$ cat src/rtl/board_input_ctrl.sv
// Board glue: button conditioning (sync, polarity, debounce, edge pulses), core reset stretcher and LED heartbeat.
// Define BOARD_INPUT_AUTOREPEAT_EN to add per-button press autorepeat (HOLD_BTN excluded).
module board_input_ctrl #(
  parameter int                 NUM_BTN          = 4,
  parameter logic [NUM_BTN-1:0] BTN_ACTIVE_LOW   = 4'b0001,
  parameter int                 DEBOUNCE_CYCLES  = 65536,
  parameter int                 POR_CYCLES       = 16,
  parameter int                 HOLD_BTN         = 0,
  parameter int                 HOLD_CYCLES      = 25200000,
  parameter int                 HEARTBEAT_CYCLES = 25200000
`ifdef BOARD_INPUT_AUTOREPEAT_EN
  ,
  parameter int                 REPEAT_DELAY     = 12600000,
  parameter int                 REPEAT_PERIOD    = 2520000
`endif
) (
  input  logic               clk,
  input  logic               rst_n,
  input  logic [NUM_BTN-1:0] btn_raw,
  output logic [NUM_BTN-1:0] btn_level,
  output logic [NUM_BTN-1:0] btn_press,
  output logic [NUM_BTN-1:0] btn_release,
  output logic               sys_rst_n,
  output logic               hold_active,
  output logic               heartbeat
);

  localparam int DB_W   = (DEBOUNCE_CYCLES > 1)  ? $clog2(DEBOUNCE_CYCLES)  : 1;
  localparam int POR_W  = (POR_CYCLES > 1)       ? $clog2(POR_CYCLES)       : 1;
  localparam int HOLD_W = (HOLD_CYCLES > 1)      ? $clog2(HOLD_CYCLES)      : 1;
  localparam int HB_W   = (HEARTBEAT_CYCLES > 1) ? $clog2(HEARTBEAT_CYCLES) : 1;

  localparam logic [DB_W-1:0]   DB_LAST   = DB_W'(DEBOUNCE_CYCLES - 1);
  localparam logic [POR_W-1:0]  POR_LAST  = POR_W'(POR_CYCLES - 1);
  localparam logic [HOLD_W-1:0] HOLD_LAST = HOLD_W'(HOLD_CYCLES - 1);
  localparam logic [HB_W-1:0]   HB_LAST   = HB_W'(HEARTBEAT_CYCLES - 1);

  localparam logic [1:0] ST_POR  = 2'd0;
  localparam logic [1:0] ST_RUN  = 2'd1;
  localparam logic [1:0] ST_HOLD = 2'd2;

  logic [NUM_BTN-1:0] sync1;
  logic [NUM_BTN-1:0] sync2;
  logic [NUM_BTN-1:0] s;
  logic [NUM_BTN-1:0] level_nxt;
  logic [NUM_BTN-1:0] rpt_pulse;
  logic [DB_W-1:0]    db_cnt     [NUM_BTN];
  logic [DB_W-1:0]    db_cnt_nxt [NUM_BTN];
  logic [1:0]         state;
  logic [POR_W-1:0]   por_cnt;
  logic [HOLD_W-1:0]  hold_cnt;
  logic [HB_W-1:0]    hb_cnt;

  // Synchronisers reset to the idle pin level so no phantom press appears after reset.
  always_ff @(posedge clk or negedge rst_n) begin
    if (!rst_n) begin
      sync1 <= BTN_ACTIVE_LOW;
      sync2 <= BTN_ACTIVE_LOW;
    end else begin
      sync1 <= btn_raw;
      sync2 <= sync1;
    end
  end

  assign s = sync2 ^ BTN_ACTIVE_LOW;

  always_comb begin
    level_nxt = btn_level;
    for (int i = 0; i < NUM_BTN; i++) begin
      db_cnt_nxt[i] = '0;
      if (s[i] != btn_level[i]) begin
        if (db_cnt[i] == DB_LAST) level_nxt[i] = s[i];
        else                      db_cnt_nxt[i] = db_cnt[i] + 1'b1;
      end
    end
  end

  // Pulses are registered alongside btn_level so they coincide with the level edge.
  always_ff @(posedge clk or negedge rst_n) begin
    if (!rst_n) begin
      btn_level   <= '0;
      btn_press   <= '0;
      btn_release <= '0;
      for (int i = 0; i < NUM_BTN; i++) db_cnt[i] <= '0;
    end else begin
      btn_level   <= level_nxt;
      btn_press   <= (level_nxt & ~btn_level) | rpt_pulse;
      btn_release <= ~level_nxt & btn_level;
      for (int i = 0; i < NUM_BTN; i++) db_cnt[i] <= db_cnt_nxt[i];
    end
  end

`ifdef BOARD_INPUT_AUTOREPEAT_EN
  localparam int RPT_MAX = (REPEAT_DELAY > REPEAT_PERIOD) ? REPEAT_DELAY : REPEAT_PERIOD;
  localparam int RPT_W   = (RPT_MAX > 1) ? $clog2(RPT_MAX) : 1;
  localparam logic [RPT_W-1:0] RPT_FIRST = RPT_W'(REPEAT_DELAY - 1);
  localparam logic [RPT_W-1:0] RPT_NEXT  = RPT_W'(REPEAT_PERIOD - 1);

  logic [RPT_W-1:0]   rpt_cnt [NUM_BTN];
  logic [NUM_BTN-1:0] rpt_armed;

  always_comb begin
    rpt_pulse = '0;
    for (int i = 0; i < NUM_BTN; i++) begin
      rpt_pulse[i] = (i != HOLD_BTN) && btn_level[i] && level_nxt[i] &&
                     (rpt_cnt[i] == (rpt_armed[i] ? RPT_NEXT : RPT_FIRST));
    end
  end

  // rpt_armed switches the terminal count from the first delay to the repeat period.
  always_ff @(posedge clk or negedge rst_n) begin
    if (!rst_n) begin
      rpt_armed <= '0;
      for (int i = 0; i < NUM_BTN; i++) rpt_cnt[i] <= '0;
    end else begin
      for (int i = 0; i < NUM_BTN; i++) begin
        if (!btn_level[i] || !level_nxt[i] || i == HOLD_BTN) begin
          rpt_cnt[i]   <= '0;
          rpt_armed[i] <= 1'b0;
        end else if (rpt_pulse[i]) begin
          rpt_cnt[i]   <= '0;
          rpt_armed[i] <= 1'b1;
        end else begin
          rpt_cnt[i]   <= rpt_cnt[i] + 1'b1;
        end
      end
    end
  end
`else
  assign rpt_pulse = '0;
`endif

  // HOLD exits on level_nxt so hold_active drops in the same cycle btn_level falls.
  always_ff @(posedge clk or negedge rst_n) begin
    if (!rst_n) begin
      state       <= ST_POR;
      por_cnt     <= '0;
      hold_cnt    <= '0;
      sys_rst_n   <= 1'b0;
      hold_active <= 1'b0;
    end else begin
      case (state)
        ST_POR: begin
          hold_cnt <= '0;
          if (por_cnt == POR_LAST) begin
            state     <= ST_RUN;
            por_cnt   <= '0;
            sys_rst_n <= 1'b1;
          end else begin
            por_cnt <= por_cnt + 1'b1;
          end
        end
        ST_RUN: begin
          if (btn_level[HOLD_BTN]) begin
            if (hold_cnt == HOLD_LAST) begin
              state       <= ST_HOLD;
              hold_cnt    <= '0;
              sys_rst_n   <= 1'b0;
              hold_active <= 1'b1;
            end else begin
              hold_cnt <= hold_cnt + 1'b1;
            end
          end else begin
            hold_cnt <= '0;
          end
        end
        ST_HOLD: begin
          if (!level_nxt[HOLD_BTN]) begin
            state       <= ST_POR;
            hold_active <= 1'b0;
            por_cnt     <= '0;
          end
        end
        default: begin
          state       <= ST_POR;
          por_cnt     <= '0;
          sys_rst_n   <= 1'b0;
          hold_active <= 1'b0;
        end
      endcase
    end
  end

  always_ff @(posedge clk or negedge rst_n) begin
    if (!rst_n) begin
      hb_cnt    <= '0;
      heartbeat <= 1'b0;
    end else if (hb_cnt == HB_LAST) begin
      hb_cnt    <= '0;
      heartbeat <= ~heartbeat;
    end else begin
      hb_cnt <= hb_cnt + 1'b1;
    end
  end

endmodule

$ cat config.mk
export PLATFORM = sky130hd
export DESIGN_NAME = board_input_ctrl
export DESIGN_NICKNAME = d
export VERILOG_FILES = /design/src/rtl/board_input_ctrl.sv
export SDC_FILE = /design/constraint.sdc
export NUM_CORES = 1
export LEC_CHECK = 0
export CORE_AREA = 2 2 133 135
export CTS_CLUSTER_SIZE = 12
export DETAILED_ROUTE_END_ITERATION = 10
export DIE_AREA = 0 0 135 137
export PLACE_DENSITY_LB_ADDON = 0.15
export SLEW_MARGIN = 20
export SYNTH_ARGS = -nofsm -noshare
export SYNTH_HDL_FRONTEND = slang
export SYNTH_SLANG_ARGS = --single-unit
$ cat constraint.sdc
create_clock -name clk -period 3.1 [get_ports clk]
set_input_delay 0.465 -clock clk [delete_from_list [all_inputs] [get_ports clk]]
set_output_delay 0.465 -clock clk [all_outputs]
set_load 0.01 [all_outputs]
# After elaboration in Yosys (flattened, before gate mapping)
# Index checks and enable logic that the tools add are counted.
[totals]
reg_bits = 143
latchBits = 0
mem_bits_rw = 0
rom_bits = 0
input_bits = 6
output_inout_bits = 15
word_cells = 91
n_memories = 0
[op_classes]
n_addsub = 7
mul = 0
n_div = 0
order_cmp = 0
eq_ne = 17
shifts = 0
n_mux = 36
n_bitwise = 9
reduce_logical = 6
[op_table]
columns = ["op", "count"]
rows = [
  ["16-bit 2-to-1 mux", 8],
  ["25-bit 2-to-1 mux", 3],
  ["16-bit by 1-bit adder with 16-bit output (second input constant)", 4],
  ["16-bit == test (second input constant)", 4],
  ["25-bit by 1-bit adder with 25-bit output (second input constant)", 2],
  ["25-bit == test (second input constant)", 2],
  ["25-bit one-hot mux with 2 select lines", 1],
  ["1-bit 2-to-1 mux", 14],
  ["4-bit one-hot mux with 3 select lines", 1],
  ["4-bit AND reduction", 3],
  ["4-bit bitwise AND", 2],
  ["2-bit 2-to-1 mux", 4],
  ["4-bit 2-to-1 mux", 2],
  ["2-bit inequality test (second input constant)", 4],
  ["4-bit NOT", 2],
  ["1-bit one-hot mux with 3 select lines", 2],
  ["2-bit one-hot mux with 3 select lines", 1],
  ["1-bit NOT", 5],
  ["4-bit by 1-bit adder with 4-bit output (second input constant)", 1],
  ["4-bit == test (second input constant)", 1],
  ["1-bit inequality test", 4],
  ["2-bit by 1-bit == test with 1-bit output (second input constant)", 1],
  ["2-bit == test (second input constant)", 1],
  ["2-bit logical NOT", 1],
  ["other kinds (2)", 2],
]

# Longest topological paths before layout
[depth]
depth_word = 5
mapped_depth = 8
mapped_depth_nobuf = 6

# Worst setup path before layout
# OpenSTA, ideal clock, no wires.
[synth_path]
kind = "register to register"
from = "register hold_cnt[11]"
to = "register hold_cnt[4]"
setup_ps = 121
t_arrival_ps = 1877
required_ps = 2979
setup_slack_ps = 1102
stages_incl_launch_ff = 7
path_buffers = 2
synth_period_minus_slack_ps = 1998
path_cell_list = "dfrtp_1 > or4b_4 > nor4_4 > a21oi_2 > buf_6 > buf_6 > a22o_1"
[synth_via]
elab_chain_cells = 4
[synth_lines]
columns = ["element", "line", "text"]
rows = [
  ["start: declaration", "51", "logic [HOLD_W-1:0] hold_cnt;"],
  ["start signal: assignment", "161", "hold_cnt <= hold_cnt + 1'b1;"],
  ["25-bit == test", "155", "if (hold_cnt == HOLD_LAST) begin"],
  ["25-bit 2-to-1 mux", "155", ""],
  ["25-bit 2-to-1 mux", "154", "if (btn_level[HOLD_BTN]) begin"],
  ["25-bit one-hot mux with 2 select lines", "142", "case (state)"],
]
# Every way passes these cells.
# A chain may end at the register's enable or synchronous reset.

# Worst setup path after layout
[layout_path]
from = "register hold_cnt[0]"
to = "register hold_cnt[3]"
[layout_via]
elab_chain_cells = 4
elab_cells_between_ends = 5
classes_between = "add/sub (1); eq/ne (1); mux (3)"
[layout_lines]
columns = ["element", "line"]
rows = [
  ["25-bit by 1-bit adder with 25-bit output / 25-bit == test (equally long branches)", "161, 155"],
  ["25-bit 2-to-1 mux (*)", "155"],
  ["25-bit 2-to-1 mux (*)", "154"],
  ["25-bit one-hot mux with 2 select lines (*)", "142"],
]
# Mark *: on every way between the ends. The rest lies on a longest branch, timed or not.

==> summary.txt <==
Status
  • Status: complete, no violations

Setup path
  • Crit Path Max Fanout: 26
  • Slowest cell on the critical path: a21oi_2
  • Crit path cell chain: ha_1 -> nand4_2 -> nor4_4 -> a21oi_2 -> buf_4 -> a41oi_1 -> a31oi_1
  • WS Path Type: reg -> reg
  • Critical path origin: hold_cnt[0]
  • FF-to-FF Start: hold_cnt[0]
  • Flop2flop setup slack: 0.64 ns
  • Slowest Stage Delay on Critical Path: approximately 0.86 ns
  • Setup crit end kind: flop
  • Req. time, crit path: 3.43 ns
  • Worst-case reg-to-reg path depth: 7
  • Type of origin of the critical path: flop
  • Worst setup path end: hold_cnt[3]
  • WP data arrival: between 2 and 3 ns
  • Reg2reg end: hold_cnt[3]

CTS
  • Setup Fix Bufs, Post-CTS: 0
  • TritonCTS clock tree: done
  • Hold-fix buffers, CTS: 0
  • Bufs on Longest Clock Path: 2
  • H-tree Lvls: 4
  • Clock latency on the worst-skew pair: a little over 0.4 ns
  • CTS Buf Count: 17
  • Sink Count: around 140
  • CTS root buf: clkbuf_16
  • Resized cells post-CTS: 0
  • CTS clk-pin slew, worst paths: ~0.06 ns

Yosys
  • Unique masters post-synth: 52
  • Top cell type by total area after synthesis: dfrtp_1
  • Most common cell in the synthesized netlist: dfrtp_1
  • Ranking of synthesized cells by area: dfrtp_1, xor2_1, nor2_1, xnor2_1, nand3_1
  • Mapped Area: about 6700 sq um
  • Ys async rst share: between 90% and 100%
  • Synth top area share: a little over half
  • EDFF count, synth: 0
  • Ys flop type: dfrtp_1
  • Post-Syn Area per Cell: just over 10 sq um
  • Register area share after synthesis: between 50% and 60%
  • Synth warn: 0
  • Post-Syn Nets: between 600 and 700
  • Synthesized netlist cell count: roughly 650
  • Most instantiated cells after synthesis: dfrtp_1, nor2_1, nand2_1, nand3_1, xor2_1
  • Synth Register Bits: around 140

Global routing
  • Antenna violations before repair: 0
  • Remaining Overflow, GRT: 0
  • Total Routing Usage GR: roughly 15%
  • Largest net degree at the start of global routing: 75
  • First-pass GRT wire length: ~23000 um
  • Vias in the first global route: 4786

Cells and area
  • Finished Cell Area: between 7000 and 8000 sq um
  • N_diodes: 0
  • Synth-to-layout area growth: 15.3%
  • # fillers: approximately 1600
  • Layout cells sized above 1: ~7.8%
  • Nets: 695

STA
  • Setup_tns: 0 ns
  • Final Skew: slightly above 0.005 ns
  • Final Hold Viols: 0
  • Final worst-path cycle share: between 70 and 80%
  • Final Max Tran Viols: 0
  • Fmax: approximately 410 MHz
  • Setup-failing EPs final: 0
  • Tmin final: roughly 2.5 ns
  • RSZ-0062 raised after global routing: false
  • Slew Limit Headroom: approximately 28%
  • Worst-Margin Slew: around 1.1 ns

Die
  • Die Y: between 100 and 150 um
  • Top Ports: 21
  • # rows: 48
  • Initial core utilization: between 30% and 40%
  • Width of the die: between 100 and 150 um
  • Core area: about 17000 sq um
  • Die area: approximately 18000 sq um

Routing
  • Routed len/inst: roughly 14 um
  • First DRT Iteration DRCs: about 310
  • Routed WL: between 10000 and 15000 um
  • Detailed-route DRC error count: 0
  • Vias: about 4700
  • Via density: slightly above 5
  • Initial DRT Pass Iterations: 4
  • Antenna Violating Nets Remaining: 0

Placed design
  • Port buffer count: 20
  • Global placer's final weighted congestion: about 0.81
  • DPL Wire Length: about 8000 um
  • Post-DP Area: a little over 7000 sq um

Power
  • LEAKAGE: between 3 and 4 nW
  • Pwr dens: between 500 and 600 nW/um^2
  • Peak supply drop: about 0.00036 V

Hold path
  • Min-delay worst type: in -> async

Job
  • Max_cap viols: 0
[worst max-delay path: cells and delay by family, from the launching register on]
family | cells | cell delay, ns
AND/OR/NAND/NOR | 2 | 0.29
buffers and inverters | 1 | 0.27
flip-flops | 1 | 0.42
AO/OA/AOI/OAI | 3 | 1.12
adder cells (fa/ha/maj) | 1 | 0.29
[per-layer routing]
layer / routed length (um) / global-route usage [%] / vias up
met5: 0 / 0 / -
met4: 153 / 4.46 / 0
met3: 430 / 4.85 / 11
met2: 5830 / 24.4 / 58
met1: 6220 / 20.1 / 2292
li1: - / - / 2344
[through the flow]
step / util (%) / power, mW / hold slack, ns / std cells / setup slack (ns)
CTS: 45.2 / 3.99 / 0.103 / 918 / 0.648
detailed placement: 41.9 / 2.03 / 0.347 / 888 / 0.632
global placement: 41.9 / 2.02 / 0.337 / 888 / 0.735
finish: 45.2 / 3.93 / 0.0631 / 918 / 0.636
floorplan: - / 1.97 / 0.169 / 654 / 1.10
global route: 45.2 / 4.09 / 0.136 / 918 / 0.459
[area by class of cell]
class	count	area [sq um]	area share (%)
Clock buffer	25	505	6.56
Clock inverter	5	55.1	0.715
Inverter	15	56.3	0.731
Multi-Input combinational cell	477	2950	38.3
Sequential cell	143	3580	46.5
Tap cell	225	282	3.66
Timing Repair Buffer	28	274	3.56
[kinds of logic (layout without fill, tap and decap cells)]
kind of cell    after synthesis  count (layout)  synth area share [%]
flops                       143             143                  53.6
buf+inv                      34              73                  2.21
simple gates                311             311                  24.4
mux                           5               5                 0.806
fa+ha+maj                     7               7                  1.31
compound gates               70              70                  6.60
xor+xnor                     84              84                  11.0
[flip-flops by register name, summed over array words and instances, names as in the netlist]
name,cells
db_cnt,64
hb_cnt,25
hold_cnt,25
btn_level,4
btn_press,4
btn_release,4
por_cnt,4
sync1,4
sync2,4
state,2
heartbeat,1
hold_active,1
sys_rst_n,1
[layout by cell type, fill, tap and decap left out, types with 12 or more instances in the layout]
master,n
dfrtp_1,141
nor2_1,95
nand2_1,52
nand3_1,46
xor2_1,45
xnor2_1,39
nand4_1,28
a21oi_1,20
clkdlybuf4s50_1,19
clkbuf_16,17
inv_1,15
and3_1,15
o21ai_0,15
and4_1,14
nor3_1,12
a31oi_1,12
[power breakdown]
group | total [mW] | internal, mW | switching, mW | leakage, nW
Sequential | 1.90 | 1.89 | 0.0173 | 1.94
Combinational | 0.0856 | 0.0245 | 0.0612 | 1.09
Clock | 1.94 | 1.20 | 0.738 | 0.271
[worst min-delay path by stage]
stage / end / depth (start not counted) / startpoint
final: btn_level[1] / 1 / rst_n
after global routing: btn_level[1] / 1 / rst_n
after CTS: db_cnt[34] / 1 / rst_n
after detailed placement: sync2[2] / 0 / sync1[2]
after global placement: sync2[2] / 0 / sync1[2]
after floorplan: btn_level[0] / 0 / rst_n
No activity file was read; power rests on OpenSTA's default activity.
